## src/rtl/checkpoint_recovery_ctrl.sv

```systemverilog
// Branch-mispredict recovery sequencer: latches a checkpoint, snapshots its RAT maps
// and GHR, replays the maps chunk by chunk into the RAT and rewrites the predictor GHR.
module checkpoint_recovery_ctrl #(
   parameter int CHECKPOINT_ID_WIDTH = 4,
   parameter int PHY_REG_NUM         = 64,
   parameter int RESTORE_CHUNK       = 16,
   parameter int GHR_WIDTH           = 16,
   localparam int N                  = PHY_REG_NUM / RESTORE_CHUNK,
   localparam int IDX_W              = (N > 1) ? $clog2(N) : 1
) (
   input  logic                           clk,
   input  logic                           rst,
   input  logic                           exbru_recov_req,
   input  logic [CHECKPOINT_ID_WIDTH-1:0] exbru_recov_id,
   input  logic                           exbru_recov_taken,
   output logic                           recov_exbru_ready,
   input  logic                           commit_recov_flush,
   output logic [CHECKPOINT_ID_WIDTH-1:0] recov_cpbuf_id,
   input  logic [PHY_REG_NUM-1:0]         cpbuf_recov_valid_map,
   input  logic [PHY_REG_NUM-1:0]         cpbuf_recov_visible_map,
   input  logic [GHR_WIDTH-1:0]           cpbuf_recov_ghr,
   output logic                           recov_rat_we,
   output logic [IDX_W-1:0]               recov_rat_idx,
   output logic [RESTORE_CHUNK-1:0]       recov_rat_valid_chunk,
   output logic [RESTORE_CHUNK-1:0]       recov_rat_visible_chunk,
   output logic                           recov_bp_ghr_we,
   output logic [GHR_WIDTH-1:0]           recov_bp_ghr,
   output logic                           recov_busy,
   output logic                           recov_done
);

   typedef enum logic [1:0] {IDLE, LATCH, RESTORE, DONE} state_t;

   state_t                         state_reg, state_next;
   logic [IDX_W-1:0]               count_reg, count_next;
   logic [CHECKPOINT_ID_WIDTH-1:0] id_reg;
   logic                           taken_reg;
   logic [PHY_REG_NUM-1:0]         snap_valid_reg, snap_visible_reg;
   logic [GHR_WIDTH-1:0]           snap_ghr_reg, bp_ghr_reg;
   logic [GHR_WIDTH-1:0]           ghr_fix;
   logic                           last_chunk;
   logic                           first_chunk;
   logic                           accept;

   logic [RESTORE_CHUNK-1:0] valid_chunks   [N];
   logic [RESTORE_CHUNK-1:0] visible_chunks [N];

   for (genvar gi = 0; gi < N; gi++) begin : g_chunk
      assign valid_chunks[gi]   = snap_valid_reg[gi*RESTORE_CHUNK +: RESTORE_CHUNK];
      assign visible_chunks[gi] = snap_visible_reg[gi*RESTORE_CHUNK +: RESTORE_CHUNK];
   end

   assign last_chunk  = (count_reg == IDX_W'(N-1));
   assign first_chunk = (count_reg == '0);
   assign ghr_fix     = {snap_ghr_reg[GHR_WIDTH-2:0], taken_reg};
   assign accept      = exbru_recov_req && recov_exbru_ready;

   always_comb begin
      state_next              = state_reg;
      count_next              = count_reg;
      recov_exbru_ready       = (state_reg == IDLE) && !commit_recov_flush;
      recov_busy              = (state_reg != IDLE);
      recov_cpbuf_id          = id_reg;
      recov_rat_we            = 1'b0;
      recov_rat_idx           = count_reg;
      recov_rat_valid_chunk   = valid_chunks[count_reg];
      recov_rat_visible_chunk = visible_chunks[count_reg];
      recov_bp_ghr_we         = 1'b0;
      recov_bp_ghr            = bp_ghr_reg;
      recov_done              = 1'b0;

      if (state_reg == RESTORE && first_chunk)
         recov_bp_ghr = ghr_fix;

      // A flush wins over everything, including strobes already decoded for this cycle.
      if (commit_recov_flush) begin
         state_next = IDLE;
         count_next = '0;
      end else begin
         case (state_reg)
            IDLE: begin
               if (exbru_recov_req)
                  state_next = LATCH;
            end
            LATCH: begin
               state_next = RESTORE;
               count_next = '0;
            end
            RESTORE: begin
               recov_rat_we    = 1'b1;
               recov_bp_ghr_we = first_chunk;
               if (last_chunk) begin
                  state_next = DONE;
                  count_next = '0;
               end else begin
                  count_next = count_reg + 1'b1;
               end
            end
            DONE: begin
               recov_done = 1'b1;
               state_next = IDLE;
            end
            default: state_next = IDLE;
         endcase
      end
   end

   always_ff @(posedge clk or negedge rst) begin
      if (!rst) begin
         state_reg        <= IDLE;
         count_reg        <= '0;
         id_reg           <= '0;
         taken_reg        <= 1'b0;
         snap_valid_reg   <= '0;
         snap_visible_reg <= '0;
         snap_ghr_reg     <= '0;
         bp_ghr_reg       <= '0;
      end else begin
         state_reg <= state_next;
         count_reg <= count_next;
         if (accept) begin
            id_reg    <= exbru_recov_id;
            taken_reg <= exbru_recov_taken;
         end
         // Snapshot isolates the replay from rename writes landing after LATCH.
         if (state_reg == LATCH && !commit_recov_flush) begin
            snap_valid_reg   <= cpbuf_recov_valid_map;
            snap_visible_reg <= cpbuf_recov_visible_map;
            snap_ghr_reg     <= cpbuf_recov_ghr;
         end
         if (recov_bp_ghr_we)
            bp_ghr_reg <= ghr_fix;
      end
   end

endmodule
```

## config.mk

```make
export PLATFORM = sky130hd
export DESIGN_NAME = checkpoint_recovery_ctrl
export DESIGN_NICKNAME = d
export VERILOG_FILES = /design/src/rtl/checkpoint_recovery_ctrl.sv
export SDC_FILE = /design/constraint.sdc
export NUM_CORES = 1
export LEC_CHECK = 0
export BUFFER_PORTS_ARGS = -buffer_cell sky130_fd_sc_hd__buf_2
export CORE_UTILIZATION = 30
export CTS_BUF_LIST = sky130_fd_sc_hd__clkbuf_4
export CTS_CLUSTER_SIZE = 8
export DETAILED_ROUTE_END_ITERATION = 10
export PLACE_DENSITY = 0.62
export SLEW_MARGIN = 40
export SYNTH_ARGS = -nofsm -noshare
export SYNTH_HDL_FRONTEND = slang
export SYNTH_SLANG_ARGS = --single-unit
export TNS_END_PERCENT = 100
```

## constraint.sdc

```tcl
create_clock -name clk -period 3.1 [get_ports clk]
set_input_delay 0.62 -clock clk [delete_from_list [all_inputs] [get_ports clk]]
set_output_delay 0.62 -clock clk [all_outputs]
set_load 0.01 [all_outputs]
```

==> flow_metrics.tcl <==
set metrics [dict create \
    hold_violations 0 \
    synthMuxAreaShare_pct 37.5 \
    drt_first_pass_iters 4 \
    synth_xor_area_share_pct 0 \
    crit_slowest_cell "dfrtp_2" \
    portBuffers 210 \
    htree_levels 4 \
    cp.arrival_ns 2.24 \
    die-area_mm2 0.0254 \
    clk-insertion-delay-late_ns 0.57 \
    layout_common_cells "209 x buf_2, 171 x mux2_2, 166 x dfrtp_1, 32 x mux4_2, 17 x clkbuf_4" \
    core_area_mm2 0.0243 \
    dp_cells 959 \
    crit_family "flip-flops" \
    synth_top_family_by_area "multiplexers" \
    via_per_inst 4.48 \
    critical_path_required_ns 2.48 \
    start_util_pct 30.6 \
    dr.first_iter.drc_count 200 \
    fillers 2325 \
    critical_path_class "reg -> out" \
    clock-root-buffer "clkbuf_4" \
    nets 815 \
    hold_end "snap_valid_reg[39]$_DFFE_PN0P_" \
    numCtsBuffers 17 \
    grt_util_met2_pct 22.3 \
    fin_worst_skew_ns 0.0198 \
    dieWidth_um 159 \
    grtUsageMet1_pct 16.7 \
    slew_headroom_pct 58.6 \
    clk_path_buf_depth 2 \
    drive_above_1_share_pct 70.1 \
    setup_violations 0 \
    antenna_found_initial 3 \
    cp_cell_sequence "inv_1 > ha_1 > nand2_4 > mux2_2 > buf_2" \
    min_delay_path_depth 2 \
    synth_fa_ha_area_share_pct 1.18 \
    cap_violations 0 \
    grt_pass1_wl_um 26600 \
    gr-total-overflow 0 \
    worstSetupEndpointType "output pin" \
    cp-start-kind "flip-flop" \
    via_count 4454 \
    reg2reg_depth 6 \
    ys_ff_latch 168 \
    grt_usage_pct 13.6 \
    worst_slew_pin_slew_ns 0.621 \
    rrSetupSlack_ns 1.00 \
    hold_class "in -> reg" \
    layout.cells.non_filler 994 \
    worstHoldStart "cpbuf_recov_valid_map[39]" \
    max_stage_delay_ns 0.63 \
    dp_hpwl_um 11200 \
    max_freq_ghz 0.350 \
    grt_max_degree 63 \
    cp-startpoint "recov_rat_idx[1]$_DFFE_PN0P_" \
    report.power.total_w 0.00841 \
    ys_seq_area_share_pct 56.5 \
    p_leak_nw 4.13 \
    gp_congestion 0.723 \
    pin_count 212 \
    std_cell_rows 57 \
    tns_ns 0 \
    clock_sinks 168 \
    finalCritPeriodShare_pct 92.2 \
    ir_drop_v 0.000359 \
    cts_setup_buffers 0 \
    met3_usage_pct 4.66 \
    synth_area_mm2 0.00744 \
    syn_nets 604 \
    whs_ns 0.263 \
    area_growth_pct 23.4 \
    grt_pass1_vias 4853 \
    synth-simple-area-share_pct 1.23 \
    post_cts_resized 0 \
    path_max_fanout 17 \
    critPathBufInv 2 \
    cts_tree "yes" \
    path_clk_slew_ns 0.19 \
    rsz0062_at_grt "no" \
    final_common_cell "buf_2" \
    netlist_instances 444 \
    p_per_area_mw_per_mm2 916 \
    synth_compound_area_share_pct 0.421 \
    r2r_end "bp_ghr_reg[10]$_DFFE_PN0P_" \
    route.detailed.drc 0 \
    period_minus_slack_ns 2.86 \
    antenna_left 0 \
    wl_per_cell_um 16.3 \
    synth.distinct_cells 22 \
    top_usage_layer "met2" \
    status "finished clean" \
    ys_warn_count 0 \
    reg2reg_from "state_reg[0]$_DFFE_PN0P_" \
    die_y_um 159 \
    drt_wl_total_um 16200 \
    report.final.slew_viol_count 0 \
    avgSynthCellArea_um2 16.8 \
]
synthesized netlist by cell type:
cell,number,share of area (%)
nand2_1,1,0.050
nand2b_1,3,0.25
nor3b_1,2,0.20
or2_1,1,0.084
buf_6,10,1.5
mux2_4,9,1.8
nor2b_1,4,0.34
ha_1,7,1.2
dfrtp_1,168,57
a21oi_1,2,0.13
clkbuf_1,3,0.15
o21a_1,1,0.10
buf_4,1,0.10
a31oi_1,1,0.084
a21boi_0,1,0.10
mux4_2,32,9.7
inv_1,7,0.35
nand2_4,1,0.15
mux2i_1,1,0.13
nor2_1,3,0.15
mux2_2,171,26
buf_2,15,1.0
power breakdown:
group,switching [W],internal [W],leakage (nW),total [W]
combinational,0.00122,0.00199,1.96,0.00321
clock,0.000979,0.000400,0.170,0.00138
sequential,0.000545,0.00328,2.00,0.00383
per-layer routing:
metal | wire [um] | share of wire [%]
met1 | 7010 | 43
met2 | 8080 | 50
met3 | 994 | 6.1
met4 | 143 | 0.88
met5 | 0 | 0
how the worst max path moves through the flow:
stage,end,slack (ns),cells after the start
floorplan,recov_bp_ghr[10],0.55,7
global placement,recov_bp_ghr[15],0.83,5
detailed placement,recov_bp_ghr[15],0.80,5
CTS,recov_bp_ghr[15],0.10,5
global route,recov_rat_visible_chunk[3],0.02,3
finish,recov_bp_ghr[15],0.24,5
final cells by class:
type | instances | area [um2] | share of cell area [%]
timing repair buffer | 221 | 1200 | 13.1
clock inverter | 15 | 196 | 2.14
inverter | 7 | 26.3 | 0.286
antenna | 2 | 5.00 | 0.0545
sequential | 168 | 4210 | 45.8
multi-input combinational | 240 | 3010 | 32.8
tap | 324 | 405 | 4.42
clock buffer | 17 | 128 | 1.39
repair_timing:
item                       in CTS  in global routing
hold endpoints to repair       38                  0
setup endpoints to repair       0                  0
hold buffers                    1                  0
metrics by stage:
step | utilization [%] | area, um2 | setup WS (ns)
after floorplan | - | 7440 | 0.549
after global placement | 36.4 | 8840 | 0.829
after detailed placement | 36.4 | 8840 | 0.805
after CTS | 37.7 | 9180 | 0.101
after global routing | 37.7 | 9180 | 0.0224
final | 37.8 | 9180 | 0.243
cell families (layout without fill, tap and decap cells):
| kind of cell | after synthesis | in the layout |
|---|---|---|
| compound gates | 5 | 5 |
| buf+inv | 36 | 260 |
| other cells | 0 | 2 |
| flops | 168 | 168 |
| mux | 213 | 213 |
| fa+ha+maj | 7 | 7 |
| simple gates | 15 | 15 |
(Power assumes the default switching activity.)
